## config.mk

```make
export PLATFORM = sky130hd
export DESIGN_NAME = cnn_stream_loader
export DESIGN_NICKNAME = d
export VERILOG_FILES = /design/src/rtl/cnn_loader_pkg.sv /design/src/rtl/cnn_stream_loader.sv
export SDC_FILE = /design/constraint.sdc
export NUM_CORES = 1
export LEC_CHECK = 0
export ABC_AREA = 1
export BUFFER_PORTS_ARGS = -buffer_cell sky130_fd_sc_hd__buf_2
export CORE_MARGIN = 2
export CORE_UTILIZATION = 47
export DETAILED_ROUTE_END_ITERATION = 16
export HOLD_SLACK_MARGIN = 0.03
export PLACE_DENSITY = 0.7
export SYNTH_ARGS = -nofsm -noshare
export SYNTH_HDL_FRONTEND = slang
export SYNTH_SLANG_ARGS = --single-unit
export TNS_END_PERCENT = 10
```

## constraint.sdc

```tcl
create_clock -name clk -period 1.3 [get_ports clk]
set_input_delay 0.26 -clock clk [delete_from_list [all_inputs] [get_ports clk]]
set_output_delay 0.26 -clock clk [all_outputs]
set_load 0.05 [all_outputs]
```

## src/rtl/cnn_loader_pkg.sv

```systemverilog
`default_nettype none
// ============================================================================
// Module   : cnn_loader_pkg
// Purpose  : Shared constants and types for the CNN stream loader.
//            - Header bytes that select a weight load or an image load.
//            - Default payload sizes: 54 weight bytes (3x3x3 conv plus
//              3x9 fully-connected) and 64 image bytes (8x8 frame).
//            - Loader state encoding.
// Revision : 1.0  initial release
// ============================================================================
package cnn_loader_pkg;

  localparam logic [7:0] HDR_WEIGHT  = 8'hA5;
  localparam logic [7:0] HDR_IMAGE   = 8'h5A;

  localparam int         DEF_W_BYTES = 54;
  localparam int         DEF_D_BYTES = 64;

  typedef enum logic [1:0] {
    ST_IDLE     = 2'd0,
    ST_LOAD_W   = 2'd1,
    ST_LOAD_D   = 2'd2,
    ST_WAIT_RES = 2'd3
  } state_t;

endpackage : cnn_loader_pkg
`default_nettype wire

```

## src/rtl/cnn_stream_loader.sv

```systemverilog
`default_nettype none
// ============================================================================
// Module   : cnn_stream_loader
// Purpose  : Turns a framed byte stream into write strobes for a CNN core.
//            A header byte in IDLE selects a weight load (0xA5) or an image
//            load (0x5A, only once weights exist). Payload bytes are written
//            to the core one cycle after acceptance. After an image the
//            loader waits for the core's result flag before taking the next
//            header.
// Ports    : clk, rst        clock, asynchronous active-high reset
//            s_valid/s_data  upstream byte stream, s_ready back-pressure
//            mode/ram_en/din core RAM select, write strobe and write byte
//            res_flag        core result-valid flag
//            busy            loader is not idle
//            w_loaded        sticky: a full weight load has completed
//            frame_done      1-cycle pulse when the result flag is seen
//            err             1-cycle pulse on a bad header or a timeout
// Config   : LOADER_TIMEOUT_EN  - when defined, WAIT_RES gives up after
//                                 TIMEOUT cycles and pulses err.
// Revision : 1.0  initial release
// ============================================================================
module cnn_stream_loader
  import cnn_loader_pkg::*;
#(
  parameter int W_BYTES = DEF_W_BYTES,
  parameter int D_BYTES = DEF_D_BYTES,
  parameter int TIMEOUT = 255
) (
  input  logic       clk,
  input  logic       rst,
  input  logic       s_valid,
  input  logic [7:0] s_data,
  output logic       s_ready,
  output logic       mode,
  output logic       ram_en,
  output logic [7:0] din,
  input  logic       res_flag,
  output logic       busy,
  output logic       w_loaded,
  output logic       frame_done,
  output logic       err
);

  localparam int               MAX_BYTES = (W_BYTES > D_BYTES) ? W_BYTES : D_BYTES;
  localparam int               CNT_W     = $clog2(MAX_BYTES + 1);
  localparam logic [CNT_W-1:0] W_LAST    = CNT_W'(W_BYTES - 1);
  localparam logic [CNT_W-1:0] D_LAST    = CNT_W'(D_BYTES - 1);

  state_t           state_q, state_d;
  logic [CNT_W-1:0] cnt_q, cnt_d;
  logic             w_loaded_q, w_loaded_d;
  logic             ram_en_q, ram_en_d;
  logic             mode_q, mode_d;
  logic [7:0]       din_q, din_d;
  logic             frame_done_q, frame_done_d;
  logic             err_q, err_d;
  logic             accept;

`ifdef LOADER_TIMEOUT_EN
  localparam int               TMO_W    = $clog2(TIMEOUT + 1);
  localparam logic [TMO_W-1:0] TMO_LAST = TMO_W'(TIMEOUT - 1);
  logic [TMO_W-1:0] tmo_q, tmo_d;
`else
  logic [31:0] w_unused_timeout;
  assign w_unused_timeout = 32'(TIMEOUT);
`endif

  // Ready depends on registered state only, never on s_valid.
  assign s_ready    = (state_q != ST_WAIT_RES);
  assign busy       = (state_q != ST_IDLE);
  assign accept     = s_valid && s_ready;

  assign w_loaded   = w_loaded_q;
  assign ram_en     = ram_en_q;
  assign mode       = mode_q;
  assign din        = din_q;
  assign frame_done = frame_done_q;
  assign err        = err_q;

  always_comb begin
    state_d      = state_q;
    cnt_d        = cnt_q;
    w_loaded_d   = w_loaded_q;
    ram_en_d     = 1'b0;     // strobe only on the cycle after a payload beat
    mode_d       = mode_q;   // mode/din hold between writes
    din_d        = din_q;
    frame_done_d = 1'b0;
    err_d        = 1'b0;
`ifdef LOADER_TIMEOUT_EN
    tmo_d        = tmo_q;
`endif

    case (state_q)
      ST_IDLE: begin
        if (accept) begin
          cnt_d = '0;
          if (s_data == HDR_WEIGHT) begin
            state_d = ST_LOAD_W;
          end else if ((s_data == HDR_IMAGE) && w_loaded_q) begin
            state_d = ST_LOAD_D;
          end else begin
            err_d = 1'b1;
          end
        end
      end

      ST_LOAD_W: begin
        if (accept) begin
          ram_en_d = 1'b1;
          mode_d   = 1'b1;
          din_d    = s_data;
          if (cnt_q == W_LAST) begin
            cnt_d      = '0;
            w_loaded_d = 1'b1;
            state_d    = ST_IDLE;
          end else begin
            cnt_d = cnt_q + 1'b1;
          end
        end
      end

      ST_LOAD_D: begin
        if (accept) begin
          ram_en_d = 1'b1;
          mode_d   = 1'b0;
          din_d    = s_data;
          if (cnt_q == D_LAST) begin
            cnt_d   = '0;
            state_d = ST_WAIT_RES;
`ifdef LOADER_TIMEOUT_EN
            tmo_d   = '0;
`endif
          end else begin
            cnt_d = cnt_q + 1'b1;
          end
        end
      end

      ST_WAIT_RES: begin
        if (res_flag) begin
          frame_done_d = 1'b1;
          state_d      = ST_IDLE;
        end
`ifdef LOADER_TIMEOUT_EN
        // Counts WAIT_RES cycles; the TIMEOUT-th cycle without a result
        // gives up so the next err pulse lands TIMEOUT cycles after entry.
        else if (tmo_q == TMO_LAST) begin
          err_d   = 1'b1;
          state_d = ST_IDLE;
        end else begin
          tmo_d = tmo_q + 1'b1;
        end
`endif
      end

      default: state_d = ST_IDLE;
    endcase
  end

  always_ff @(posedge clk or posedge rst) begin
    if (rst) begin
      state_q      <= ST_IDLE;
      cnt_q        <= '0;
      w_loaded_q   <= 1'b0;
      ram_en_q     <= 1'b0;
      mode_q       <= 1'b0;
      din_q        <= 8'h00;
      frame_done_q <= 1'b0;
      err_q        <= 1'b0;
`ifdef LOADER_TIMEOUT_EN
      tmo_q        <= '0;
`endif
    end else begin
      state_q      <= state_d;
      cnt_q        <= cnt_d;
      w_loaded_q   <= w_loaded_d;
      ram_en_q     <= ram_en_d;
      mode_q       <= mode_d;
      din_q        <= din_d;
      frame_done_q <= frame_done_d;
      err_q        <= err_d;
`ifdef LOADER_TIMEOUT_EN
      tmo_q        <= tmo_d;
`endif
    end
  end

endmodule : cnn_stream_loader
`default_nettype wire

```

# Word-level counts from Yosys, hierarchy flattened
# Index checks and enable logic that the tools add are counted.
[totals]
out_inout_bits = 15
word_cells = 62
reg_bits = 22
input_bits = 12
[classes]
n_reduce_logical = 12
n_eq_ne = 15
mux = 26
n_addsub = 1
[op_table]
columns = ["op", "n"]
rows = [
  ["two-way mux 7 bit", 5],
  ["one-hot mux 7 bit (3 select lines)", 1],
  ["two-way mux 2 bit", 8],
  ["equality test 7 x 6 -> 1 bit, second input constant", 2],
  ["!= test 2 bit, second input constant", 7],
  ["two-way mux 1 bit", 10],
  ["equality test 8 x 7 -> 1 bit, second input constant", 1],
  ["equality test 8 bit, second input constant", 1],
  ["one-hot mux 2 bit (4 select lines)", 1],
  ["adder 7 x 1 -> 7 bit, second input constant", 1],
  ["AND reduction 7 bit", 1],
  ["AND reduction 3 bit", 2],
  ["equality test 2 bit, second input constant", 2],
  ["AND reduction 4 bit", 1],
  ["nonzero test 2 bit", 2],
  ["!= test 3 bit, second input constant", 1],
  ["nonzero test 3 bit", 1],
  ["equality test 2 x 1 -> 1 bit, second input constant", 1],
  ["logical AND 1 bit", 2],
  ["logical NOT 2 bit", 1],
  ["one-hot mux 1 bit (2 select lines)", 1],
  ["AND reduction 2 bit", 1],
  ["OR reduction 2 bit", 1],
]

# Logic depth before layout (Yosys ltp)
# Gate-level depths: netlist of the first run.
[depth]
word_depth = 6
ltp_mapped = 11
depth_no_buf = 11

# Worst setup path after synthesis of the first run
# OpenSTA, ideal clock, no wires.
[synth_path]
kind = "reg-to-reg"
start = "register state_q[0]"
end = "register state_q[1]"
n_path_buf = 0
slack_ns = -0.290
stages_incl_launch_ff = 10
setup_ns = 0.117
arrival_time_ns = 1.473
path_cell_list = "dfrtp_1 ha_1 inv_2 nand2_2 o21ai_2 nand3_1 nor2_4 nand2_2 nand2_1 nand2_1"
[synth_via]
elab_chain_len = 4
[synth_rtl]
columns = ["item", "line", "text"]
rows = [
  ["from (decl)", "cnn_stream_loader.sv:49", "state_t state_q, state_d;"],
  ["from (signal assigned)", "cnn_stream_loader.sv:174", "state_q <= state_d;"],
  ["!= test 2 bit (*)", "cnn_stream_loader.sv:69", "assign s_ready = (state_q != ST_WAIT_RES);"],
  ["named net s_ready", "cnn_stream_loader.sv:33", "output logic s_ready,"],
  ["logical AND 1 bit (*)", "cnn_stream_loader.sv:71", "assign accept = s_valid && s_ready;"],
  ["!= test 2 bit (no source line)", "--", ""],
  ["AND reduction 7 bit (no source line) (*)", "--", ""],
]
# Mark *: on every way through the listed nets, which the timed path passes. The rest lies on a longest branch.
# A chain may end at the register's enable or synchronous reset.

# Final worst setup path of the first run
[layout_path]
start = "register state_q[0]"
end = "output port s_ready"
[layout_via]
elab_chain_len = 1
[layout_rtl]
columns = ["item", "line"]
rows = [
  ["!= test 2 bit", "cnn_stream_loader.sv:69"],
  ["to (decl)", "cnn_stream_loader.sv:33"],
]
# No other way between the ends.

==> key figures, run 1 <==
Timing
  • Slew HR: 0.793
  • Setup TNS: -3.42 ns
  • Period minus WS final: 1.54 ns
  • Worst-Margin Slew: 0.309 ns
  • Ratio of final minimum period to clock period: 1.19
  • Post-route setup slack: -0.245 ns
  • Final setup fails: 20
  • Fmax: around 650 MHz
  • Skew final: approximately 0.007 ns
  • Fin. max-slew vios: 0
  • Final Hold Vio Count: 0
  • Unrepaired setup endpoints after global routing: true

Synth
  • Syn Area/Cell: 8.14 um2
  • Distinct cells, synth: 27
  • Synth Instances: 150
  • Post-synthesis sequential area ratio: 0.451
  • Yosys Warn Count: 0
  • #FFs+latches synth: 22
  • Syn_nets: around 170
  • Post-synth EDFFs: 0
  • Mapped Area: 0.00122 mm2
  • Share of synthesized registers carrying an async set or reset: 1.00
  • Top FF cell, synth: dfrtp_1

Detailed routing
  • DRT antenna net count: 0
  • DR iter-0 viols: 20
  • Drt drc: 0
  • DRT Wirelength: 3170 um
  • Pre-Repair DR Iteration Count: 4
  • Vias: 1204
  • Drt via density: around 5.1
  • DR WL/cell: 13.4 um

Floorplanning
  • I/O pins: 27
  • Core Rows: 18
  • Core area: about 0.0025 mm2
  • Initial Util: 0.493
  • Die area: between 0.003 and 0.004 mm2
  • Die width: about 55 um
  • Die Y: about 55 um

Worst setup path
  • Worst Setup EP: s_ready
  • Flop2flop setup slack: -0.24 ns
  • WP data arrival: between 1 and 1.5 ns
  • Worst r2r dst: cnt_q[5]
  • Crit path kind: reg2out
  • CP top delay family: flip-flops
  • Cell chain of the critical path: buf_6, ha_4, inv_8, buf_8
  • Crit path launch: state_q[0]
  • Beginning of the worst register-to-register path: state_q[1]
  • CP Max Fanout: 3
  • Setup crit end kind: primary output
  • Startpoint types: register
  • CP required: about 1.0 ns
  • Crit path depth: 4
  • Biggest cell delay along the critical path: 0.44 ns
  • Critical path buffers and inverters: 3
  • Worst r2r path cells: 8
  • CP max-delay cell: dfrtp_1

Pwr
  • Sequential Power Share: 0.232
  • Combinational power share: 0.694
  • Lkg Pwr: 0.936 nW
  • PwrDens: 2460 mW/mm2
  • Sw Share: 0.505
  • Clock share of power: 0.075
  • IR drop worst, VDD: ~0.0019 V
  • P_int: 2.26 mW
  • NetSw: 2.30 mW

Global routing
  • Grt ovf: 0
  • GRT Util Overall: 0.236
  • Initial antenna violation count: 0
  • Vias in the first global route: roughly 1200
  • Pin count of the biggest net entering global routing: 23
  • Global-route wire length before repair: 5000 um

Place
  • Buffers on Ports: 26
  • GP Congestion: 0.809
  • Detailed placement HPWL: 2210 um
  • Pre-CTS setup slack: -0.194 ns

Hold path
  • Worst hold path class: in2reg

Cells and area
  • Core Util, Final: 0.747
  • Final nets: 226
  • P&R area growth vs syn: 51.5%
  • Antenna Cells: 0
  • Proportion of layout cells with a drive suffix above 1: 0.481

Clock tree
  • Clk sink count: 22
  • CTS root buffer: clkbuf_4
  • Total CTS buffers: 3
  • TritonCTS clock tree: built
  • Longest Clk Path Bufs: 2
  • Clock transition at the registers of the reported paths: 0.13 ns
  • H-tree levels: 1
  • Worst-Skew Late Latency: 0.32 ns

Run
  • Max Cap Violations: 0

Outcome
  • Status: finished with violations
  • Violated checks: setup timing
-- through the flow --
step	area (um2)	hold WS, ns	total power, mW	std cells
4_1_cts	1790	0.135	4.38	234
5_1_grt	1850	0.136	4.87	236
3_3_place_gp	1620	0.306	3.58	223
2_1_floorplan	1310	0.249	2.88	150
6_report	1850	0.143	4.56	236
3_5_place_dp	1620	0.314	3.64	223
-- power by group through the flow --
stage               clock network (mW)  registers, mW  logic [mW]
global route                     0.382           1.09        3.39
detailed placement                   0           1.07        2.57
finish                           0.341           1.06        3.16
CTS                              0.351           1.05        2.98
global placement                     0           1.05        2.53
floorplan                            0           1.61        1.27
-- synthesized netlist by cell type, types with 2 or more instances --
library cell  number  share of area
inv_1             20          0.061
nand4_1            3          0.015
a21oi_1            3          0.012
a21boi_1           2          0.012
nand3_1           10          0.041
dfrtp_1           22           0.45
nand2_1           40           0.12
inv_2              4          0.012
ha_1               7          0.072
o21ai_0            4          0.016
nand2_2            7          0.036
nor2_1             6          0.018
nor2_4             3          0.028
o21ai_1            4          0.016
nor3_1             3          0.012
-- kinds of logic after synthesis --
kind of cell,synth area share
AND/OR/NAND/NOR,0.304
XOR/XNOR,0.00717
adder cells (fa/ha/maj),0.0717
AO/OA/AOI/OAI,0.0881
buffers and inverters,0.0779
flip-flops,0.451
-- worst register-to-register path, cell delays in order (launching register included) --
cell	delay, ns
dfrtp_2	0.48
buf_6	0.14
ha_4	0.16
o21ai_4	0.21
nand2_4	0.11
inv_4	0.10
nand4_1	0.10
nand2_1	0.08
nor2_1	0.04
-- worst min-delay path by stage --
| stage | startpoint | endpoint | cells after the start |
|---|---|---|---|
| floorplan | rst | cnt_q[0] | 1 |
| CTS | res_flag | frame_done | 3 |
| finish | res_flag | frame_done | 3 |
| detailed placement | rst | din[6] | 3 |
| global placement | rst | cnt_q[2] | 3 |
| global route | res_flag | frame_done | 3 |
-- flip-flops by register name (all words and copies together), names as in the netlist --
signal,count
cnt_q,7
din,8
err,1
frame_done,1
mode,1
ram_en,1
state_q,2
w_loaded,1
-- metal layers --
layer  track usage  routed length (um)  up-vias
met1         0.261                1280      575
li1              -                   -      589
met2         0.454                1700       36
met5             0                   0        -
met4        0.0772                  38        0
met3        0.0349                 140        4
-- cell type report --
| class | count | area, um2 |
|---|---|---|
| inverter | 24 | 103 |
| clock buffer | 4 | 26.3 |
| timing repair buffer | 52 | 382 |
| tap | 30 | 37.5 |
| multi-input combinational | 103 | 743 |
| timing repair inverter | 1 | 7.51 |
| sequential | 22 | 552 |
| fill | 187 | 627 |
-- placed cells by master, fill, tap and decap left out, types with 2 or more instances in the layout --
| cell | instances |
|---|---|
| inv_2 | 5 |
| o21ai_1 | 4 |
| nand2_2 | 9 |
| buf_4 | 18 |
| inv_1 | 16 |
| nor2_1 | 4 |
| inv_4 | 2 |
| nand3_2 | 2 |
| nor2_4 | 5 |
| nand4_1 | 3 |
| nor3_1 | 3 |
| nand2_4 | 3 |
| ha_1 | 2 |
| dfrtp_1 | 21 |
| ha_4 | 5 |
| buf_2 | 23 |
| nand3_1 | 8 |
| clkbuf_4 | 4 |
| o21ai_2 | 3 |
| nand2_1 | 35 |
| buf_6 | 7 |
-- repair_timing --
| item | CTS | global route |
|---|---|---|
| resized for setup | 22 | 16 |
| endpoints found under the hold margin | 22 | 0 |
| hold buffers | 1 | 0 |
| endpoints found under the setup margin | 21 | 22 |
| buffers inserted | 5 | 2 |
| cloned | 1 | 0 |
| pin swaps | 8 | 6 |
No activity file was read; power rests on OpenSTA's default activity.
==> run 2, diff against run 1 <==
Settings changed: ABC_AREA 1 to default, CORE_MARGIN 2 to 3, PLACE_DENSITY 0.7 to 0.71.
==> key figures, run 2 <==
Detailed routing
  • DR WL/cell: 14.4 um (was 13.4 um)
  • DR iter-0 viols: 11 (was 20)
  • Drt via density: 5.26 (was 5.10)
  • Vias: 1047 (was 1204)
  • Drt drc: 0 (unchanged)
  • DRT antenna net count: 0 (unchanged)
  • DRT Wirelength: 2870 um (was 3170 um)
  • Pre-Repair DR Iteration Count: 4 (unchanged)

Outcome
  • Status: finished with violations (unchanged)
  • Violated checks: setup timing (unchanged)

Global routing
  • Grt ovf: 0 (unchanged)
  • Vias in the first global route: 1097 (was 1213)
  • GRT Util Overall: 0.205 (was 0.236)
  • Global-route wire length before repair: 4940 um (was 5000 um)
  • Pin count of the biggest net entering global routing: 23 (unchanged)
  • Initial antenna violation count: 0 (unchanged)

Synth
  • Syn Area/Cell: 10.8 um2 (was 8.14 um2)
  • Syn_nets: 125 (was 169)
  • #FFs+latches synth: 22 (unchanged)
  • Distinct cells, synth: 37 (was 27)
  • Synth Instances: 106 (was 150)
  • Post-Synth Simple-Gate Area: 0.187 (was 0.304)
  • Most instantiated library cell after synthesis: dfrtp_1 (was nand2_1)
  • Share of synthesized registers carrying an async set or reset: 1.00 (unchanged)
  • Post-synth EDFFs: 0 (unchanged)
  • Synth Area in Compound Gates: 0.137 (was 0.0881)
  • List of most frequent post-synthesis cells: dfrtp_1, inv_1, nand2_1, mux2_2, ha_1 (was nand2_1, dfrtp_1, inv_1, nand3_1)
  • Top FF cell, synth: dfrtp_1 (unchanged)
  • Yosys top cell area share: 0.481 (was 0.451)
  • Post-synthesis sequential area ratio: 0.481 (was 0.451)
  • Synth area leader: dfrtp_1 (unchanged)
  • Mapped Area: 0.00114 mm2 (was 0.00122 mm2)
  • Synth Area in XOR/XNOR: 0 (was 0.00717)
  • Area contributors post-synth: dfrtp_1, mux2_2, ha_1, inv_1, nand2_1 (was dfrtp_1, nand2_1, ha_1, inv_1, nand3_1)
  • Synth Area in Adders: 0.0766 (was 0.0717)
  • Mux cell area share after synthesis: 0.0788 (was 0)
  • Largest family of logic cells by synthesized area: simple AND/OR/NAND/NOR gates (unchanged)
  • Yosys Warn Count: 0 (unchanged)

Floorplanning
  • I/O pins: 27 (unchanged)
  • Core area: 0.00225 mm2 (was 0.00248 mm2)
  • Initial Util: 0.507 (was 0.493)
  • Core Rows: 17 (was 18)
  • Die area: 0.00306 mm2 (was 0.00302 mm2)
  • Die Y: 55.3 um (was 55.0 um)
  • Die width: 55.3 um (was 55.0 um)

Place
  • Detailed placement HPWL: 2070 um (was 2210 um)
  • GP Congestion: 0.826 (was 0.809)
  • Placed cell areas: 0.00156 mm2 (was 0.00162 mm2)
  • Buffers on Ports: 26 (unchanged)
  • Pre-CTS setup slack: -0.655 ns (was -0.194 ns)

Timing
  • Unrepaired setup endpoints after global routing: true (unchanged)
  • Setup TNS: -6.59 ns (was -3.42 ns)
  • Worst-Margin Slew: 0.359 ns (was 0.309 ns)
  • Slew HR: 0.760 (was 0.793)
  • Fin. max-slew vios: 0 (unchanged)
  • Final setup fails: 23 (was 20)
  • Skew final: 0.00451 ns (was 0.00688 ns)
  • Final Hold Vio Count: 0 (unchanged)
  • Ratio of final minimum period to clock period: 1.42 (was 1.19)
  • Fmax: 542 MHz (was 647 MHz)
  • Period minus WS final: 1.85 ns (was 1.54 ns)
  • Post-route setup slack: -0.547 ns (was -0.245 ns)

Cells and area
  • Reg area: 552 um2 (unchanged)
  • Proportion of layout cells with a drive suffix above 1: 0.579 (was 0.481)
  • Design area: 0.00178 mm2 (was 0.00185 mm2)
  • Final nets: 191 (was 226)
  • P&R area growth vs syn: 55.3% (was 51.5%)
  • Area occupied by multi-input gates: 662 um2 (was 743 um2)
  • Most frequent cells in the layout: buf_4, buf_2, dfrtp_1 (was nand2_1, buf_2, dfrtp_1, buf_4, inv_1)
  • FILL cells: 142 (was 187)
  • Most common cell after layout, fill and taps aside: buf_4 (was nand2_1)
  • Antenna Cells: 0 (unchanged)
  • Max FFs per register: 8 (unchanged)

Worst setup path
  • CP required: 1.52 ns (was 1.04 ns)
  • Startpoint types: register (unchanged)
  • Setup crit end kind: register (was primary output)
  • Crit path kind: reg2reg (was reg2out)
  • CP Max Fanout: 3 (unchanged)
  • WP data arrival: 2.06 ns (was 1.28 ns)

Pwr
  • P_int: 2.52 mW (was 2.26 mW)
  • Combinational power share: 0.664 (was 0.694)
  • Clock share of power: 0.114 (was 0.075)
  • IR drop worst, VDD: 0.00169 V (was 0.00192 V)
  • Lkg Pwr: 0.839 nW (was 0.936 nW)
  • Sw Share: 0.462 (was 0.505)
  • NetSw: 2.16 mW (was 2.30 mW)
  • PwrDens: 2640 mW/mm2 (was 2460 mW/mm2)
  • Sequential Power Share: 0.222 (was 0.232)

Hold path
  • Worst hold path class: in2reg (unchanged)

Clock tree
  • TritonCTS clock tree: built (unchanged)
  • Clock transition at the registers of the reported paths: 0.13 ns (about the same)
  • CTS root buffer: clkbuf_4 (unchanged)
  • Longest Clk Path Bufs: 2 (unchanged)
  • H-tree levels: 1 (unchanged)
  • Total CTS buffers: 3 (unchanged)
  • Worst-Skew Late Latency: 0.32 ns (about the same)
  • Clk sink count: 22 (unchanged)

Run
  • Max Cap Violations: 0 (unchanged)
-- run 2: cell types whose count changed after synthesis, sizes merged, moves of 2 or more --
cell	before	now
o21ai	9	4
o221ai	0	2
inv	24	11
or3	0	3
nand3	10	3
nand2b	0	3
nor2b	0	3
mux2	0	8
nand4	3	1
nand2	48	10
nor2	9	1
-- run 2: what timing repair did --
action | 4_1_cts | 5_1_grt
setup endpoints to repair | 24 | 24
pin swaps | 3 | 3
hold endpoints to repair | 22 | 0
resized for setup | 24 | 10
buffers inserted | 3 | 0
hold buffers | 1 | 0
-- run 2: cell type report --
cell class | count | area share
timing repair buffer | 62 | 0.242
clock inverter | 1 | 0.0169
clock buffer | 3 | 0.0127
sequential | 22 | 0.311
multi-input combinational | 72 | 0.373
inverter | 11 | 0.0254
tap | 28 | 0.0197
-- run 2: worst paths after layout --
check                           start         end  slack, ns  cells past startpoint
setup reg to reg           state_q[0]  state_q[1]      -0.55                      7
max in group asynchronous         rst    w_loaded       0.56                      4
hold reg to reg                din[2]      din[2]       0.52                      1
setup / recovery           state_q[0]  state_q[1]      -0.55                      7
hold / removal               res_flag  frame_done       0.18                      2
min in group asynchronous         rst      din[2]       0.50                      4
-- run 2: cells by family after synthesis --
| family | after synthesis |
|---|---|
| AND/OR/NAND/NOR | 36 |
| flip-flops | 22 |
| AO/OA/AOI/OAI | 21 |
| buffers and inverters | 12 |
| multiplexers | 8 |
| adder cells (fa/ha/maj) | 7 |
-- run 2: worst max-delay path, stage by stage, from the launching register on --
cell	delay, ns
dfrtp_1	0.41
inv_2	0.06
ha_2	0.21
nor3_4	0.23
buf_4	0.17
a21boi_1	0.08
or3_4	0.38
a22o_1	0.22
-- run 2: stage by stage --
step            util  hold slack (ns)  total power, mW  std cells
6_report       0.787            0.180             4.69        199
5_1_grt        0.787            0.169             4.94        199
4_1_cts        0.771            0.162             4.54        199
3_5_place_dp   0.690            0.307             3.62        191
3_3_place_gp   0.690            0.304             3.53        191
2_1_floorplan      -            0.249             2.72        106
-- run 2: power groups by stage --
stage	combinational (mW)	sequential [mW]	clock, mW
after global placement	2.50	1.03	0
after CTS	2.96	1.03	0.544
final	3.11	1.04	0.535
after global routing	3.29	1.07	0.587
after floorplan	1.04	1.68	0
after detailed placement	2.56	1.05	0
-- run 2: routing by layer --
layer	share of wire	global-route usage	vias up
met1	0.45	0.254	515
li1	-	-	510
met4	0.028	0.104	0
met5	0	0	-
met3	0.020	0.0327	8
met2	0.50	0.343	14
